### src/rtl/mux_16to1_pkg.sv
// Shared constants for the 16:1 multiplexer and its one-hot address decoder.
package mux_16to1_pkg;

    localparam int unsigned NUM_INPUTS    = 16;
    localparam int unsigned SEL_W         = 4;
    localparam int unsigned DEFAULT_WIDTH = 32;

endpackage : mux_16to1_pkg

### src/rtl/mux_16to1_decoder.sv
// 4-to-16 one-hot decoder: output bit N is set when the 4-bit input equals N.
module decoder_4to16
    import mux_16to1_pkg::*;
(
    input  logic [SEL_W-1:0]      i_sel,
    output logic [NUM_INPUTS-1:0] o_onehot
);

    always_comb begin
        o_onehot        = '0;
        o_onehot[i_sel] = 1'b1;
    end

endmodule : decoder_4to16

### src/rtl/mux_16to1.sv
// 16:1 data multiplexer with one-hot select decode and registered copies of both results.
module mux_16to1
    import mux_16to1_pkg::*;
#(
    parameter int unsigned WIDTH = DEFAULT_WIDTH
) (
    input  logic                  clk,
    input  logic                  reset,
    input  logic                  en,
    input  logic [SEL_W-1:0]      select,
    input  logic [WIDTH-1:0]      q0,
    input  logic [WIDTH-1:0]      q1,
    input  logic [WIDTH-1:0]      q2,
    input  logic [WIDTH-1:0]      q3,
    input  logic [WIDTH-1:0]      q4,
    input  logic [WIDTH-1:0]      q5,
    input  logic [WIDTH-1:0]      q6,
    input  logic [WIDTH-1:0]      q7,
    input  logic [WIDTH-1:0]      q8,
    input  logic [WIDTH-1:0]      q9,
    input  logic [WIDTH-1:0]      q10,
    input  logic [WIDTH-1:0]      q11,
    input  logic [WIDTH-1:0]      q12,
    input  logic [WIDTH-1:0]      q13,
    input  logic [WIDTH-1:0]      q14,
    input  logic [WIDTH-1:0]      q15,
    output logic [WIDTH-1:0]      out,
    output logic [NUM_INPUTS-1:0] onehot,
    output logic [WIDTH-1:0]      out_q,
    output logic [NUM_INPUTS-1:0] onehot_q
);

    logic [WIDTH-1:0]      w_q [NUM_INPUTS];
    logic [NUM_INPUTS-1:0] w_onehot;
    logic [WIDTH-1:0]      r_out_q;
    logic [NUM_INPUTS-1:0] r_onehot_q;

    assign w_q = '{q0, q1, q2, q3, q4, q5, q6, q7,
                   q8, q9, q10, q11, q12, q13, q14, q15};

    always_comb begin
        out = w_q[select];
    end

    decoder_4to16 u_decoder (
        .i_sel    (select),
        .o_onehot (w_onehot)
    );

    assign onehot = w_onehot;

    // Reset wins over en; en=0 holds the last captured pair.
    always_ff @(posedge clk) begin
        if (reset) begin
            r_out_q    <= '0;
            r_onehot_q <= '0;
        end else if (en) begin
            r_out_q    <= out;
            r_onehot_q <= w_onehot;
        end
    end

    assign out_q    = r_out_q;
    assign onehot_q = r_onehot_q;

endmodule : mux_16to1

### config.mk
export PLATFORM = sky130hd
export DESIGN_NAME = mux_16to1
export DESIGN_NICKNAME = d
export VERILOG_FILES = /design/src/rtl/mux_16to1_pkg.sv /design/src/rtl/mux_16to1_decoder.sv /design/src/rtl/mux_16to1.sv
export SDC_FILE = /design/constraint.sdc
export NUM_CORES = 1
export LEC_CHECK = 0
export CORE_AREA = 5 5 234 236
export CTS_CLUSTER_DIAMETER = 200
export DETAILED_ROUTE_END_ITERATION = 8
export DIE_AREA = 0 0 239 241
export DONT_BUFFER_PORTS = 1
export PLACE_DENSITY = 0.3
export SETUP_SLACK_MARGIN = 0.1
export SLEW_MARGIN = 25
export SYNTH_ARGS = -nofsm -noshare
export SYNTH_HDL_FRONTEND = slang
export SYNTH_HIERARCHICAL = 1
export SYNTH_SLANG_ARGS = --single-unit
### constraint.sdc
create_clock -name clk -period 2.6 [get_ports clk]
set_input_delay 0.52 -clock clk [delete_from_list [all_inputs] [get_ports clk]]
set_output_delay 0.52 -clock clk [all_outputs]
set_load 0.02 [all_outputs]
==> results of run 1 <==
==> cell families (layout without fill, tap and decap cells) <==
kind of cell           count (synthesis)  count (layout)
AO/OA/AOI/OAI                         64              64
buffers and inverters                 70              44
flip-flops                            48              48
multiplexers                         240             240
other                                  0               8
AND/OR/NAND/NOR                      232             232
==> power by group through the flow <==
stage / Sequential [mW] / Clock, mW / Combinational [mW]
6_report: 0.880 / 0.752 / 1.03
5_1_grt: 0.885 / 0.841 / 1.12
4_1_cts: 0.882 / 0.828 / 1.03
3_5_place_dp: 0.899 / 0 / 1.01
3_3_place_gp: 0.900 / 0 / 1.01
2_1_floorplan: 0.875 / 0 / 0.875
==> final timing paths <==
path / slack (ns) / end / from / cells after the start
max: 0.09 / out[23] / select[1] / 4
max reg2reg: 1.75 / out_q[19] / out_q[19] / 3
min: 0.31 / onehot_q[0] / reset / 1
min reg2reg: 0.62 / onehot_q[9] / onehot_q[9] / 2
==> worst max-delay path: stages <==
cell and delay [ns]:
mux4_2 0.55, mux2i_1 0.23, nor2_2 0.14, or2_1 0.34
==> routing by layer <==
| layer | global-route usage | vias up | wire [um] |
|---|---|---|---|
| met5 | 0 | - | 13 |
| met4 | 0.02369 | 2 | 478 |
| met3 | 0.03360 | 27 | 2816 |
| met2 | 0.1969 | 334 | 18110 |
| met1 | 0.1594 | 2843 | 16340 |
| li1 | - | 2502 | - |
==> timing repair <==
item	4_1_cts	5_1_grt
buffers inserted	4	2
cloned	0	1
gates resized for setup	11	8
hold buffers	0	0
pin swaps	7	8
endpoints found under the setup margin	23	9
==> cell usage after synthesis <==
cell | count | area share
nor2_4 | 1 | 0.0018
and4bb_1 | 4 | 0.0078
and3_1 | 32 | 0.031
dfxtp_1 | 48 | 0.15
nor2_1 | 113 | 0.066
buf_6 | 9 | 0.016
nand2_1 | 32 | 0.019
and4bb_2 | 2 | 0.0039
a222oi_1 | 32 | 0.050
mux2i_1 | 176 | 0.28
or2_1 | 32 | 0.031
o31a_1 | 32 | 0.044
and4b_1 | 4 | 0.0063
buf_4 | 23 | 0.027
inv_1 | 1 | 0.00059
nor4_2 | 1 | 0.0020
and2_1 | 2 | 0.0020
mux4_2 | 64 | 0.23
buf_2 | 22 | 0.017
and4_1 | 1 | 0.0014
nor4b_2 | 4 | 0.0094
nor2b_1 | 4 | 0.0039
clkbuf_1 | 15 | 0.0088
==> through the flow <==
step	instances	total power [mW]	hold WS [ns]	setup TNS, ns	setup slack [ns]
finish	1324	2.658	0.3118	0	0.08624
floorplan	654	1.751	0.5833	0	0.2801
global placement	1300	1.905	0.6067	-0.9753	-0.4033
detailed placement	1302	1.907	0.6118	-0.5259	-0.1345
CTS	1313	2.745	0.2425	0	0.1007
global route	1317	2.844	0.2551	0	0.06504
==> area by class of cell <==
| type | instances | area [um^2] | share of cell area |
|---|---|---|---|
| Multi-Input combinational cell | 536 | 5065 | 0.6814 |
| Sequential cell | 48 | 960.9 | 0.1293 |
| Tap cell | 688 | 860.8 | 0.1158 |
| Timing Repair Buffer | 35 | 374.1 | 0.05033 |
| Clock buffer | 6 | 138.9 | 0.01868 |
| Antenna cell | 8 | 20.02 | 0.002693 |
| Clock inverter | 2 | 10.01 | 0.001347 |
| Inverter | 1 | 3.754 | 0.0005050 |
==> sequential cells by signal, summed over array words and instances, names as in the netlist <==
register / count
onehot_q: 16
out_q: 32
==> flow_summary.yaml, run 1 <==
finish:
  most_common_library_cell_in_the_layout_ignoring_fill_and_taps: "mux2i_1"
  final_util: 0.1423
  nFillCells: 5920
  drive_gt1_frac: 0.2134
  stdcell_area_um2: 7433
  areaGrowthSynthToFinish_pct: 16.17
  nets: 1146
  layout_common_cells: "173 x mux2i_1, 112 x nor2_1, 64 x mux4_2"
pwr:
  worst_ir_drop_vdd_uv: 221.0
  power.share.combinational: 0.386
  power_report.internal_total_mw: 1.694
  clkPwrFrac: 0.283
  switching_share: 0.3626
  power_frac_seq: 0.331
  switchingPower_mw: 0.9638
  pwr_density_cell_nw_per_um2: 357.6
  total_leakage_power_nw: 2.862
clock_tree:
  tritoncts: "done"
  cts_htree_levels: 2
  cts_inserted_buffers: 5
  cts-root-buf: "clkbuf_16"
  path_clk_slew_ns: 0.08
  cts.sink_count: 48
  worstSkewPairLatency_ns: 0.32
  cts.path.max_buffers: 2
detailed_routing:
  routed-via-count: 5708
  detailedRoute.firstPassIterationCount: 6
  drc: 0
  wire_per_inst_um: 28.52
  ant_nets: 0
  via_density: 4.311
  wirelength_um: 37760
  first_iter_violations: 347
setup_path:
  critical_path.endpoint_type: "primary output"
  required_ns: 2.08
  timing.critical_path.from_type: "input pin"
  crit_fanout: 88
  worst-endpoint-arrival_ns: 1.99
  crit_type: "in2out"
yosys:
  synth_nets: 1173
  synth.cell_area_um2: 6399
  yosys.area_share.simple: 0.1860
  synth_area_per_cell_um2: 9.784
  synth_sequential_area_ratio: 0.1502
  netlist_instances: 654
  synth_top_family_by_area: "multiplexers"
  synth.mux.area_fraction: 0.5006
  fraction_of_synthesized_cell_area_in_xor_and_xnor_cells: 0
  post_synth_fa_ha_maj_area_fraction: 0
  synth.lib_cells_used.distinct: 23
  synth-compound-area-share: 0.09386
  synth.ff_latch_count: 48
  yosysWarnings: 6
timing:
  finalSetupViolations: 0
  post-route-min-period_ns: 2.514
  slew_headroom: 0.5570
  max_slew.worst_pin.slew_ns: 0.6628
  timing_hold_violations_final: 0
  maxSlewViolCount: 0
  skew_ns: 0
  setup_repair_after_global_routing_missed_its_margin: "true"
  max_freq_mhz: 397.8
  period_share: 0.9668
place:
  place_hpwl_um: 29920
  numPortBuffers: 0
  placed_area_um2: 7098
  routabilityCongestion: 0.7745
floorplan:
  core_um2: 52240
  chipWidth_um: 239
  chipHeight_um: 241
  ioPinCount: 615
  initial_utilization: 0.1225
  fp.dieArea_um2: 57600
  fp-row-count: 84
status:
  run_status: "finished, final reports clean"
flow_run:
  max_cap_viol_count: 0
global_routing:
  grt_max_degree: 149
  grt_antenna_before_repair: 8
  globalRouteOverflowTotal: 0
  first_global_vias: 6347
  grt_pass1_wl_um: 49370
  grt_use_total: 0.1200
min_path:
  hp-class: "in2reg"
No activity file was read; power rests on OpenSTA's default activity.
==> run 2: changes to the inputs <==
--- a/config.mk
+++ b/config.mk
@@ -12,6 +12,7 @@
 export DONT_BUFFER_PORTS = 1
 export PLACE_DENSITY = 0.3
 export SETUP_SLACK_MARGIN = 0.1
+export SKIP_CTS_REPAIR_TIMING = 1
 export SLEW_MARGIN = 25
 export SYNTH_ARGS = -nofsm -noshare
 export SYNTH_HDL_FRONTEND = slang
==> constraint.sdc (replaced) <==
create_clock -name clk -period 2.95 [get_ports clk]
set_input_delay 0.59 -clock clk [delete_from_list [all_inputs] [get_ports clk]]
set_output_delay 0.59 -clock clk [all_outputs]
set_load 0.02 [all_outputs]
==> run 2 against run 1 <==
  * The flow now finishes with violations (negative setup slack)
  * Clock power fell by 13%
  * Sequential power shrank 12%
  * Combinational power shrank 14%
  * Clock skew is the same
  * Via count shrank 0.35%
  * Routed wire length increased by 5.7%
  * Die area is the same
  * Global-route usage is 0.49 points higher
  * Core utilization shrank 0.33 points
  * Cell area down 2.3%
  * Final cell count down 0.83%
  * Setup slack got worse by 0.27 ns
  * Critical path type unchanged
==> flow_summary.yaml, run 2 (synthesized netlist as in run 1, its figures left out) <==
finish:
  multiInputGateArea_um2: 5049
  nets: 1137
  largest_register_ffs: 32
  nFillCells: 5910
  layout_common_cells: "173 x mux2i_1, 113 x nor2_1, 64 x mux4_2"
  areaGrowthSynthToFinish_pct: 13.51
  most_common_library_cell_in_the_layout_ignoring_fill_and_taps: "mux2i_1"
  seqCellArea_um2: 960.9
  drive_gt1_frac: 0.1890
  stdcell_area_um2: 7263
clock_tree:
  tritoncts: "done"
  cts_htree_levels: 2
  path_clk_slew_ns: 0.08
  cts_inserted_buffers: 5
  worstSkewPairLatency_ns: 0.32
  cts.sink_count: 48
  cts-root-buf: "clkbuf_16"
  cts.path.max_buffers: 2
status:
  run_status: "complete, but fails checks"
  violations: "negative setup slack"
global_routing:
  first_global_vias: 6110
  grt_max_degree: 149
  grt_antenna_before_repair: 9
  global_route.peak_usage_layer: "met2"
  globalRouteOverflowTotal: 0
  gr_layer_usage_met1: 0.1753
  grt_use_total: 0.1250
  met2_track_utilization_from_global_routing: 0.1951
  use_met3: 0.03280
  grt_pass1_wl_um: 50560
place:
  placed_area_um2: 7018
  preCtsSetupSlack_ns: -0.2547
  routabilityCongestion: 0.8071
  numPortBuffers: 0
  place_hpwl_um: 31190
floorplan:
  fp-row-count: 84
  initial_utilization: 0.1225
  chipHeight_um: 241
  core_um2: 52240
  ioPinCount: 615
  chipWidth_um: 239
  fp.dieArea_um2: 57600
timing:
  setup_repair_after_global_routing_missed_its_margin: "true"
  layout_setup_ws_ns: -0.1811
  timing_hold_violations_final: 0
  maxSlewViolCount: 0
  skew_ns: 0
  max_slew.worst_pin.slew_ns: 0.9064
  slew_headroom: 0.3958
  max_freq_mhz: 319.4
  post-route-min-period_ns: 3.131
  period_share: 1.061
  finalSetupViolations: 1
  hold_ws_ns: 0.3709
setup_path:
  required_ns: 2.36
  worst_path_max_delay_cell: "a222oi_1"
  critical-path-top-delay-family: "simple AND/OR/NAND/NOR gates"
  critical_path.startpoint: "select[1]"
  worstPathBufferInverterCount: 0
  critical_path.endpoint_type: "primary output"
  crit_fanout: 90
  timing.critical_path.from_type: "input pin"
  crit_path_max_incr_delay_ns: 0.83
  worstReg2RegStart: "out_q[19]"
  cp_cell_sequence: "and2_4, a222oi_1, and3_2, or2_1"
  worst-endpoint-arrival_ns: 2.54
  crit_type: "in2out"
detailed_routing:
  wirelength_um: 39930
  first_iter_violations: 363
  drc: 0
  ant_nets: 0
  routed-via-count: 5688
  detailedRoute.firstPassIterationCount: 5
  wire_per_inst_um: 30.41
  via_density: 4.332
pwr:
  worst_ir_drop_vdd_uv: 193.2
  pwr_density_cell_nw_per_um2: 319.4
  total_leakage_power_nw: 2.795
flow_run:
  max_cap_viol_count: 0
min_path:
  min_from: "reset"
  hp-class: "in2reg"
[run 2: changes by cell type in the layout (fill, tap and decap cells not counted), moves of 2 or more]
cell     delta
or2_4       -9
nor2b_4     +2
or2_1       +9
and3_4      -2
diode_2     -2
nor2b_1     -2
buf_2       -2
buf_12      -4
buf_6       -3
[run 2: area by class of cell]
class	instances	share of cell area
Timing Repair Buffer	25	0.03101
Clock inverter	2	0.001378
Antenna cell	6	0.002067
Clock buffer	6	0.01912
Inverter	1	0.0005168
Multi-Input combinational cell	537	0.6951
Tap cell	688	0.1185
Sequential cell	48	0.1323
[run 2: path summary, 6_finish.rpt]
path / endpoint / slack [ns] / cells past startpoint
max: out[3] / -0.18 / 4
min: onehot_q[0] / 0.37 / 1
max reg2reg: out_q[19] / 2.10 / 3
min reg2reg: onehot_q[1] / 0.62 / 2
[run 2: power breakdown]
group,internal (mW),switching (mW),total (mW)
sequential,0.688,0.0880,0.776
combinational,0.432,0.454,0.885
clock,0.337,0.321,0.658
[run 2: metal layers]
layer / wire length (um) / share of wire / vias to the layer above
li1: - / - / 2474
met1: 18010 / 0.45 / 2844
met2: 18370 / 0.46 / 338
met3: 2983 / 0.075 / 28
met4: 538 / 0.013 / 4
met5: 23 / 0.00058 / -
[run 2: through the flow]
| step | setup TNS (ns) | std cells | utilization | total power, mW |
|---|---|---|---|---|
| detailed placement | -2.672 | 1295 | 0.1344 | 1.684 |
| global route | -0.02951 | 1308 | 0.1388 | 2.472 |
| floorplan | 0 | 654 | - | 1.543 |
| finish | -0.1811 | 1313 | 0.1390 | 2.320 |
| global placement | -1.490 | 1295 | 0.1343 | 1.689 |
| CTS | -1.814 | 1303 | 0.1372 | 2.398 |
